$ cat config.mk
export PLATFORM = sky130hd
export DESIGN_NAME = alu_cmd_sequencer
export DESIGN_NICKNAME = d
export VERILOG_FILES = /design/src/rtl/alu_cmd_sequencer.sv
export SDC_FILE = /design/constraint.sdc
export NUM_CORES = 1
export LEC_CHECK = 0
export BUFFER_PORTS_ARGS = -buffer_cell sky130_fd_sc_hd__buf_2
export CORE_ASPECT_RATIO = 2
export CORE_UTILIZATION = 50
export DETAILED_ROUTE_END_ITERATION = 10
export PLACE_DENSITY = 0.76
export SLEW_MARGIN = 20
export SYNTH_ARGS = -nofsm -noshare
export SYNTH_HDL_FRONTEND = slang
export SYNTH_SLANG_ARGS = --single-unit
$ cat constraint.sdc
create_clock -name clk -period 10.9 [get_ports clk]
set_input_delay 2.18 -clock clk [delete_from_list [all_inputs] [get_ports clk]]
set_output_delay 2.18 -clock clk [all_outputs]
set_load 0.02 [all_outputs]
$ cat src/rtl/alu_cmd_sequencer.sv
// alu_cmd_sequencer: queues ALU commands from a valid/ready stream and issues
// them to a combinational ALU one at a time. Each result is returned on a
// tagged, back-pressurable response stream. Status flags from legal
// operations accumulate into sticky_flags.
//
// Optional build macro: ALU_SEQ_STATS_EN adds the saturating response and
// overflow counters. Without it, stat_ops and stat_ovf are tied to zero.
//
// state | meaning
// ------+-----------------------------------------------------------------
// IDLE  | nothing in flight; pop the queue head when the queue is non-empty
// EXEC  | alu_* registers hold the operation; the ALU settles this cycle
// RESP  | response held on rsp_*; waits for rsp_ready, then issues the next
//       | command or returns to IDLE
module alu_cmd_sequencer #(
    parameter int TAG_W      = 4,
    parameter int FIFO_DEPTH = 4
) (
    input  logic             clk,
    input  logic             rst,
    input  logic             cmd_valid,
    output logic             cmd_ready,
    input  logic [31:0]      cmd_a,
    input  logic [31:0]      cmd_b,
    input  logic [3:0]       cmd_opcode,
    input  logic [TAG_W-1:0] cmd_tag,
    output logic [31:0]      alu_a,
    output logic [31:0]      alu_b,
    output logic [3:0]       alu_opcode,
    input  logic [31:0]      alu_result,
    input  logic             alu_zero,
    input  logic             alu_sign,
    input  logic             alu_carry,
    input  logic             alu_overflow,
    output logic             rsp_valid,
    input  logic             rsp_ready,
    output logic [31:0]      rsp_result,
    output logic [3:0]       rsp_flags,
    output logic [TAG_W-1:0] rsp_tag,
    output logic             rsp_illegal,
    output logic [3:0]       sticky_flags,
    input  logic             sticky_clr,
    output logic [31:0]      stat_ops,
    output logic [15:0]      stat_ovf
);

    localparam int PTR_W   = (FIFO_DEPTH > 1) ? $clog2(FIFO_DEPTH) : 1;
    localparam int CNT_W   = PTR_W + 1;
    localparam int ENTRY_W = 32 + 32 + 4 + TAG_W;

    typedef enum logic [1:0] {
        ST_IDLE = 2'd0,
        ST_EXEC = 2'd1,
        ST_RESP = 2'd2
    } state_t;

    state_t state_q;
    state_t state_nxt;

    logic [ENTRY_W-1:0] fifo_mem [FIFO_DEPTH];
    logic [PTR_W-1:0]   wr_ptr;
    logic [PTR_W-1:0]   rd_ptr;
    logic [CNT_W-1:0]   fifo_cnt;
    logic               fifo_empty;
    logic               fifo_full;
    logic               push;
    logic               pop;
    logic               rsp_load;
    logic               rsp_done;

    logic [31:0]        head_a;
    logic [31:0]        head_b;
    logic [3:0]         head_opcode;
    logic [TAG_W-1:0]   head_tag;
    logic [TAG_W-1:0]   issue_tag;

    logic               op_illegal;
    logic [3:0]         cap_flags;

    assign fifo_empty = (fifo_cnt == '0);
    assign fifo_full  = (fifo_cnt == CNT_W'(FIFO_DEPTH));
    assign cmd_ready  = !fifo_full;
    assign push       = cmd_valid && cmd_ready;

    assign {head_a, head_b, head_opcode, head_tag} = fifo_mem[rd_ptr];

    // Queue storage; contents need no reset because the count guards reads.
    always_ff @(posedge clk) begin
        if (push) begin
            fifo_mem[wr_ptr] <= {cmd_a, cmd_b, cmd_opcode, cmd_tag};
        end
    end

    // Queue pointers and occupancy; a simultaneous push and pop leaves the count unchanged.
    always_ff @(posedge clk or posedge rst) begin
        if (rst) begin
            wr_ptr   <= '0;
            rd_ptr   <= '0;
            fifo_cnt <= '0;
        end else begin
            if (push) begin
                wr_ptr <= wr_ptr + PTR_W'(1);
            end
            if (pop) begin
                rd_ptr <= rd_ptr + PTR_W'(1);
            end
            if (push && !pop) begin
                fifo_cnt <= fifo_cnt + CNT_W'(1);
            end else if (pop && !push) begin
                fifo_cnt <= fifo_cnt - CNT_W'(1);
            end
        end
    end

    // State register.
    always_ff @(posedge clk or posedge rst) begin
        if (rst) begin
            state_q <= ST_IDLE;
        end else begin
            state_q <= state_nxt;
        end
    end

    // Next state plus the pop/capture strobes; uses the pre-edge queue count, so there is no bypass.
    always_comb begin
        state_nxt = state_q;
        pop       = 1'b0;
        rsp_load  = 1'b0;
        rsp_done  = 1'b0;
        case (state_q)
            ST_IDLE: begin
                if (!fifo_empty) begin
                    pop       = 1'b1;
                    state_nxt = ST_EXEC;
                end
            end
            ST_EXEC: begin
                rsp_load  = 1'b1;
                state_nxt = ST_RESP;
            end
            ST_RESP: begin
                if (rsp_ready) begin
                    rsp_done = 1'b1;
                    if (!fifo_empty) begin
                        pop       = 1'b1;
                        state_nxt = ST_EXEC;
                    end else begin
                        state_nxt = ST_IDLE;
                    end
                end
            end
            default: begin
                state_nxt = ST_IDLE;
            end
        endcase
    end

    // Issue registers that drive the ALU operands; loaded on every pop.
    always_ff @(posedge clk or posedge rst) begin
        if (rst) begin
            alu_a      <= '0;
            alu_b      <= '0;
            alu_opcode <= '0;
            issue_tag  <= '0;
        end else if (pop) begin
            alu_a      <= head_a;
            alu_b      <= head_b;
            alu_opcode <= head_opcode;
            issue_tag  <= head_tag;
        end
    end

    assign op_illegal = (alu_opcode > 4'd8);
    assign cap_flags  = op_illegal ? 4'b0000
                                   : {alu_overflow, alu_carry, alu_sign, alu_zero};

    // Response capture at the end of EXEC; the response is held until accepted.
    always_ff @(posedge clk or posedge rst) begin
        if (rst) begin
            rsp_valid   <= 1'b0;
            rsp_result  <= '0;
            rsp_flags   <= '0;
            rsp_tag     <= '0;
            rsp_illegal <= 1'b0;
        end else if (rsp_load) begin
            rsp_valid   <= 1'b1;
            rsp_result  <= op_illegal ? 32'd0 : alu_result;
            rsp_flags   <= cap_flags;
            rsp_tag     <= issue_tag;
            rsp_illegal <= op_illegal;
        end else if (rsp_done) begin
            rsp_valid   <= 1'b0;
        end
    end

    // Sticky flags: clear takes effect first, so clear plus capture leaves exactly the new flags.
    always_ff @(posedge clk or posedge rst) begin
        if (rst) begin
            sticky_flags <= '0;
        end else if (rsp_load && !op_illegal) begin
            sticky_flags <= (sticky_clr ? 4'b0000 : sticky_flags) | cap_flags;
        end else if (sticky_clr) begin
            sticky_flags <= '0;
        end
    end

`ifdef ALU_SEQ_STATS_EN
    logic rsp_fire;
    assign rsp_fire = rsp_valid && rsp_ready;

    // Saturating delivery counters.
    always_ff @(posedge clk or posedge rst) begin
        if (rst) begin
            stat_ops <= '0;
            stat_ovf <= '0;
        end else if (rsp_fire) begin
            if (stat_ops != '1) begin
                stat_ops <= stat_ops + 32'd1;
            end
            if (rsp_flags[3] && (stat_ovf != '1)) begin
                stat_ovf <= stat_ovf + 16'd1;
            end
        end
    end
`else
    assign stat_ops = '0;
    assign stat_ovf = '0;
`endif

endmodule

# Yosys cells after proc, flatten, opt, wreduce, memory -nomap -nowiden
# Memory sizes are Yosys's and may differ from the RTL's. A register that Yosys moved wholly into a read port is not among the register bits.
# Cells that the tools add are included.
[word_totals]
out_inout_bits = 163
regBits = 55
ram_bits = 288
mem_count = 1
inputBits = 113
[classes]
n_lt_le_gt_ge = 1
n_bitwise = 1
eq_ne = 5
reduce_logical = 13
add_sub_neg = 4
n_mux = 20
[memory_table]
columns = ["name", "depth", "width", "read_ports", "rd_ports_with_merged_regs", "write_ports", "line_no", "source"]
rows = [
  ["fifo_mem", 4, 72, 1, 1, 1, "60", "logic [ENTRY_W-1:0] fifo_mem [FIFO_DEPTH];"],
]
[ops]
columns = ["operator", "n"]
rows = [
  ["2-to-1 mux 32 bit", 1],
  ["2-to-1 mux 4 bit", 3],
  ["2-to-1 mux 1 bit", 10],
  ["2-to-1 mux 3 bit", 2],
  ["case mux 2 bit (3 select lines)", 1],
  ["adder 2 x 1 -> 2 bit (second input constant)", 2],
  ["> comparator 4 bit (second input constant)", 1],
  ["logical AND 1 bit", 4],
  ["logical NOT 1 bit", 4],
  ["2-to-1 mux 2 bit", 2],
  ["inequality test 2 bit (second input constant)", 2],
  ["OR 4 bit", 1],
  ["nonzero test 2 bit", 2],
  ["adder 3 x 1 -> 3 bit (second input constant)", 1],
  ["equality test 3 bit (second input constant)", 1],
  ["logical NOT 3 bit", 1],
  ["subtractor 3 x 1 -> 3 bit (second input constant)", 1],
  ["equality test 2 x 1 -> 1 bit (second input constant)", 1],
  ["equality test 2 bit (second input constant)", 1],
  ["logical NOT 2 bit", 1],
  ["case mux 1 bit (2 select lines)", 1],
  ["AND reduction 2 bit", 1],
]

# Logic depth before layout (Yosys ltp)
[depth]
word_depth = 7
ltp_mapped = 11

# Worst setup path after synthesis
# OpenSTA, ideal clock, no wires.
[synth_timing]
path_type = "input-to-reg"
startpoint = "input port cmd_valid"
endpoint = "memory fifo_mem[0][0] (netlist name), enable pin"
arrival_ns = 4.287
slack_ns = 6.175
path_buffers = 0
setup_ns = 0.438
stages = 2
required_time_ns = 10.462
path_cell_list = "a21boi_1 and2_1"
[synth_between]
elab_chain_cells = 3
[synth_rtl]
columns = ["element", "line_no", "source"]
rows = [
  ["start: declaration", "21", "input logic cmd_valid,"],
  ["logical AND 1 bit", "83", "assign push = cmd_valid && cmd_ready;"],
  ["2-to-1 mux 1 bit", "89", "if (push) begin"],
  ["2-to-1 mux 1 bit (implied by the code)", "90", "fifo_mem[wr_ptr] <= {cmd_a, cmd_b, cmd_opcode, cmd_tag};"],
  ["end: declaration", "60", ""],
]
# Every way passes these cells.

# Final worst setup path
[layout_timing]
startpoint = "input port cmd_valid"
endpoint = "memory fifo_mem[2][1] (netlist name), enable pin"
[layout_between]
elab_chain_cells = 3
[layout_rtl]
columns = ["element", "line_no", "source"]
rows = [
  ["logical AND 1 bit", "83", ""],
  ["net push", "66", "logic push;"],
  ["2-to-1 mux 1 bit", "89", ""],
  ["2-to-1 mux 1 bit (implied by the code)", "90", ""],
]
# The timed path passes the listed nets, and every way through them passes these cells.

==> metrics <==
outcome=complete, no violations; Routed WL=28900 um; WL per Instance=21.0 um; antenna violations before repair=7; Clk Latency, worst-skew pair=530 ps; Fmax=253 MHz; CTS sink cnt=415; Rel. slew slack=28.2%; CTS clock-pin slew for the worst setup and hold paths=60 ps; vias post-DR=7382; CTS resizes=0; Layout Cells excl Fill=1373; Post-synth top flop=edfxtp_1; Vias/cell=5.38; crit end category=flop; final setup TNS=0 ps; fin. max-slew vios=0; top-count cell post-synth=edfxtp_1; CP Data Arrival Time=4100 ps; GPL Wtd Cong=0.728; dpl cells=1299; fillcell total=2234; number of synthesis warnings=0; sequential cell area fraction in the yosys report=76.1%; Pwr Density=297 nW/um^2; Final min period=3950 ps; CP required=11050 ps; Rows=91; GRT Residual Overflow=0; HPWL after detailed placement=18000 um; I/O pin count=276; core region area=30700 um^2; HP Class=reg -> reg; async set-reset flop share out of synthesis=30.6%; Max VDD drop=195 uV; RSZ-0062 raised after global routing=no; Die Y=251 um; starting density of the core=50.5%; max_cap viols=0; share of the synthesized area in the top cell type=55.7%; Overall Power=5.36 mW; Post-Layout Inst Area=18100 um^2; Synth Instances=728; GRT Overall Usage=18.8%; Final #Nets=1087; root buffer selected by CTS=clkbuf_16; Final setup violation count=0; Post-DRT Antenna Nets=0; kind of critical path=in -> reg; Placed Area=16800 um^2; clock skew=17.3 ps; period utilisation layout=36.3%; worst slack, placed=6440 ps; final core utilization=58.8%; global-route wire length before repair=44200 um; TritonCTS clock tree=built; Synth area leader=edfxtp_1; Die W=127 um; endpoints failing hold=0; vias in the first global route=7726; share of post-route cells with drive strength above 1=45.3%; Final WS setup=6950 ps; Synth area leaders=edfxtp_1 56%, dfrtp_1 20%, mux4_2 10%; first drt pass iteration count=4; crit start category=primary input; Hold Buf Count CTS=0; Final Hold Slack=487 ps; CP Max Fanout=49; htree depth=2; most frequent cells after synthesis=288 x edfxtp_1, 127 x dfrtp_1, 78 x mux2_2; Mapped Avg Cell Area=21.3 um^2; number of synthesized flops with an enable pin=288; Leak Pwr=6.95 nW; synth unique cells=27; largest net degree at the start of global routing=83; CTS buffer count=36; Worst-Margin Slew=1080 ps; DRT iter0 DRCs=401; Die ar.=31800 um^2; Cell Area, Synth=15500 um^2; Buffers on Ports=227; setup repair bufs after CTS=0; # DRC=0; CTS max path bufs=3; Yosys reg bits=415; area delta synth->final=16.3%
[path summary, 6_finish.rpt]
check                                start             end  slack, ps  cells after the start
worst max-delay path             cmd_valid  fifo_mem[2][1]       6950                      4
worst min-delay path            state_q[1]       rsp_valid        490                      1
worst max register to register   rd_ptr[0]       alu_b[14]       8190                      3
worst min register to register  state_q[1]       rsp_valid        490                      1
max in group asynchronous              rst       rd_ptr[1]       7910                      3
min in group asynchronous              rst       wr_ptr[0]       1830                      2
[layout make-up]
| class | instances | area, um^2 | area share [%] |
|---|---|---|---|
| Clock buffer | 56 | 1080 | 5.96 |
| Antenna cell | 5 | 12.5 | 0.0693 |
| Tap cell | 372 | 465 | 2.58 |
| Inverter | 9 | 38.8 | 0.215 |
| Timing Repair Buffer | 236 | 1260 | 6.95 |
| Sequential cell | 415 | 11800 | 65.5 |
| Clock inverter | 10 | 66.3 | 0.367 |
| Multi-Input combinational cell | 270 | 3320 | 18.4 |
[power by group]
group	switching, mW	leakage, nW	internal (mW)	total [mW]
Combinational	0.938	2.21	0.805	1.74
Clock	0.535	0.562	0.686	1.22
Sequential	0.226	4.17	2.17	2.40
[critical path: stages]
cell and delay, ps:
buf_2 110, a21boi_1 570, and2_4 500, buf_4 680
[kinds of logic after synthesis]
logic type / Yosys count / share of synthesized area (%)
AOI/OAI and AO/OA: 46 / 2.46
xor gates and xnor gates: 6 / 0.338
adders and majority gates: 6 / 0.531
buffers and inverters: 90 / 3.87
DFF: 415 / 76.1
muxes: 150 / 16.1
other: 1 / 0.0241
and+or+nand+nor: 14 / 0.564
[metal layers]
metal	up-vias	global-route usage [%]	share of wire, %
met5	-	0	0.097
met4	4	7.93	2.6
met3	44	3.21	4.7
met2	254	35.6	57
met1	3811	20.3	36
li1	3269	-	-
[registers in the layout, summed over array words and instances, names as in the netlist, 3 cells and up]
register      flops
alu_a            32
alu_b            32
alu_opcode        4
fifo_cnt          3
fifo_mem        288
issue_tag         4
rsp_flags         4
rsp_result       32
rsp_tag           4
sticky_flags      4
[cells in the final DEF (no fill, tap or decap), types with 6 or more instances in the layout]
| master | netlist | final |
|---|---|---|
| clkbuf_1 | 7 | 11 |
| edfxtp_1 | 288 | 288 |
| clkbuf_8 | 0 | 8 |
| clkbuf_16 | 0 | 37 |
| mux4_2 | 72 | 72 |
| mux2_2 | 78 | 78 |
| a22o_1 | 40 | 40 |
| buf_2 | 10 | 227 |
| conb_1 | 1 | 48 |
| buf_4 | 53 | 6 |
| inv_1 | 9 | 8 |
| dfrtp_1 | 127 | 125 |
Power figures use the tool's default switching activity.
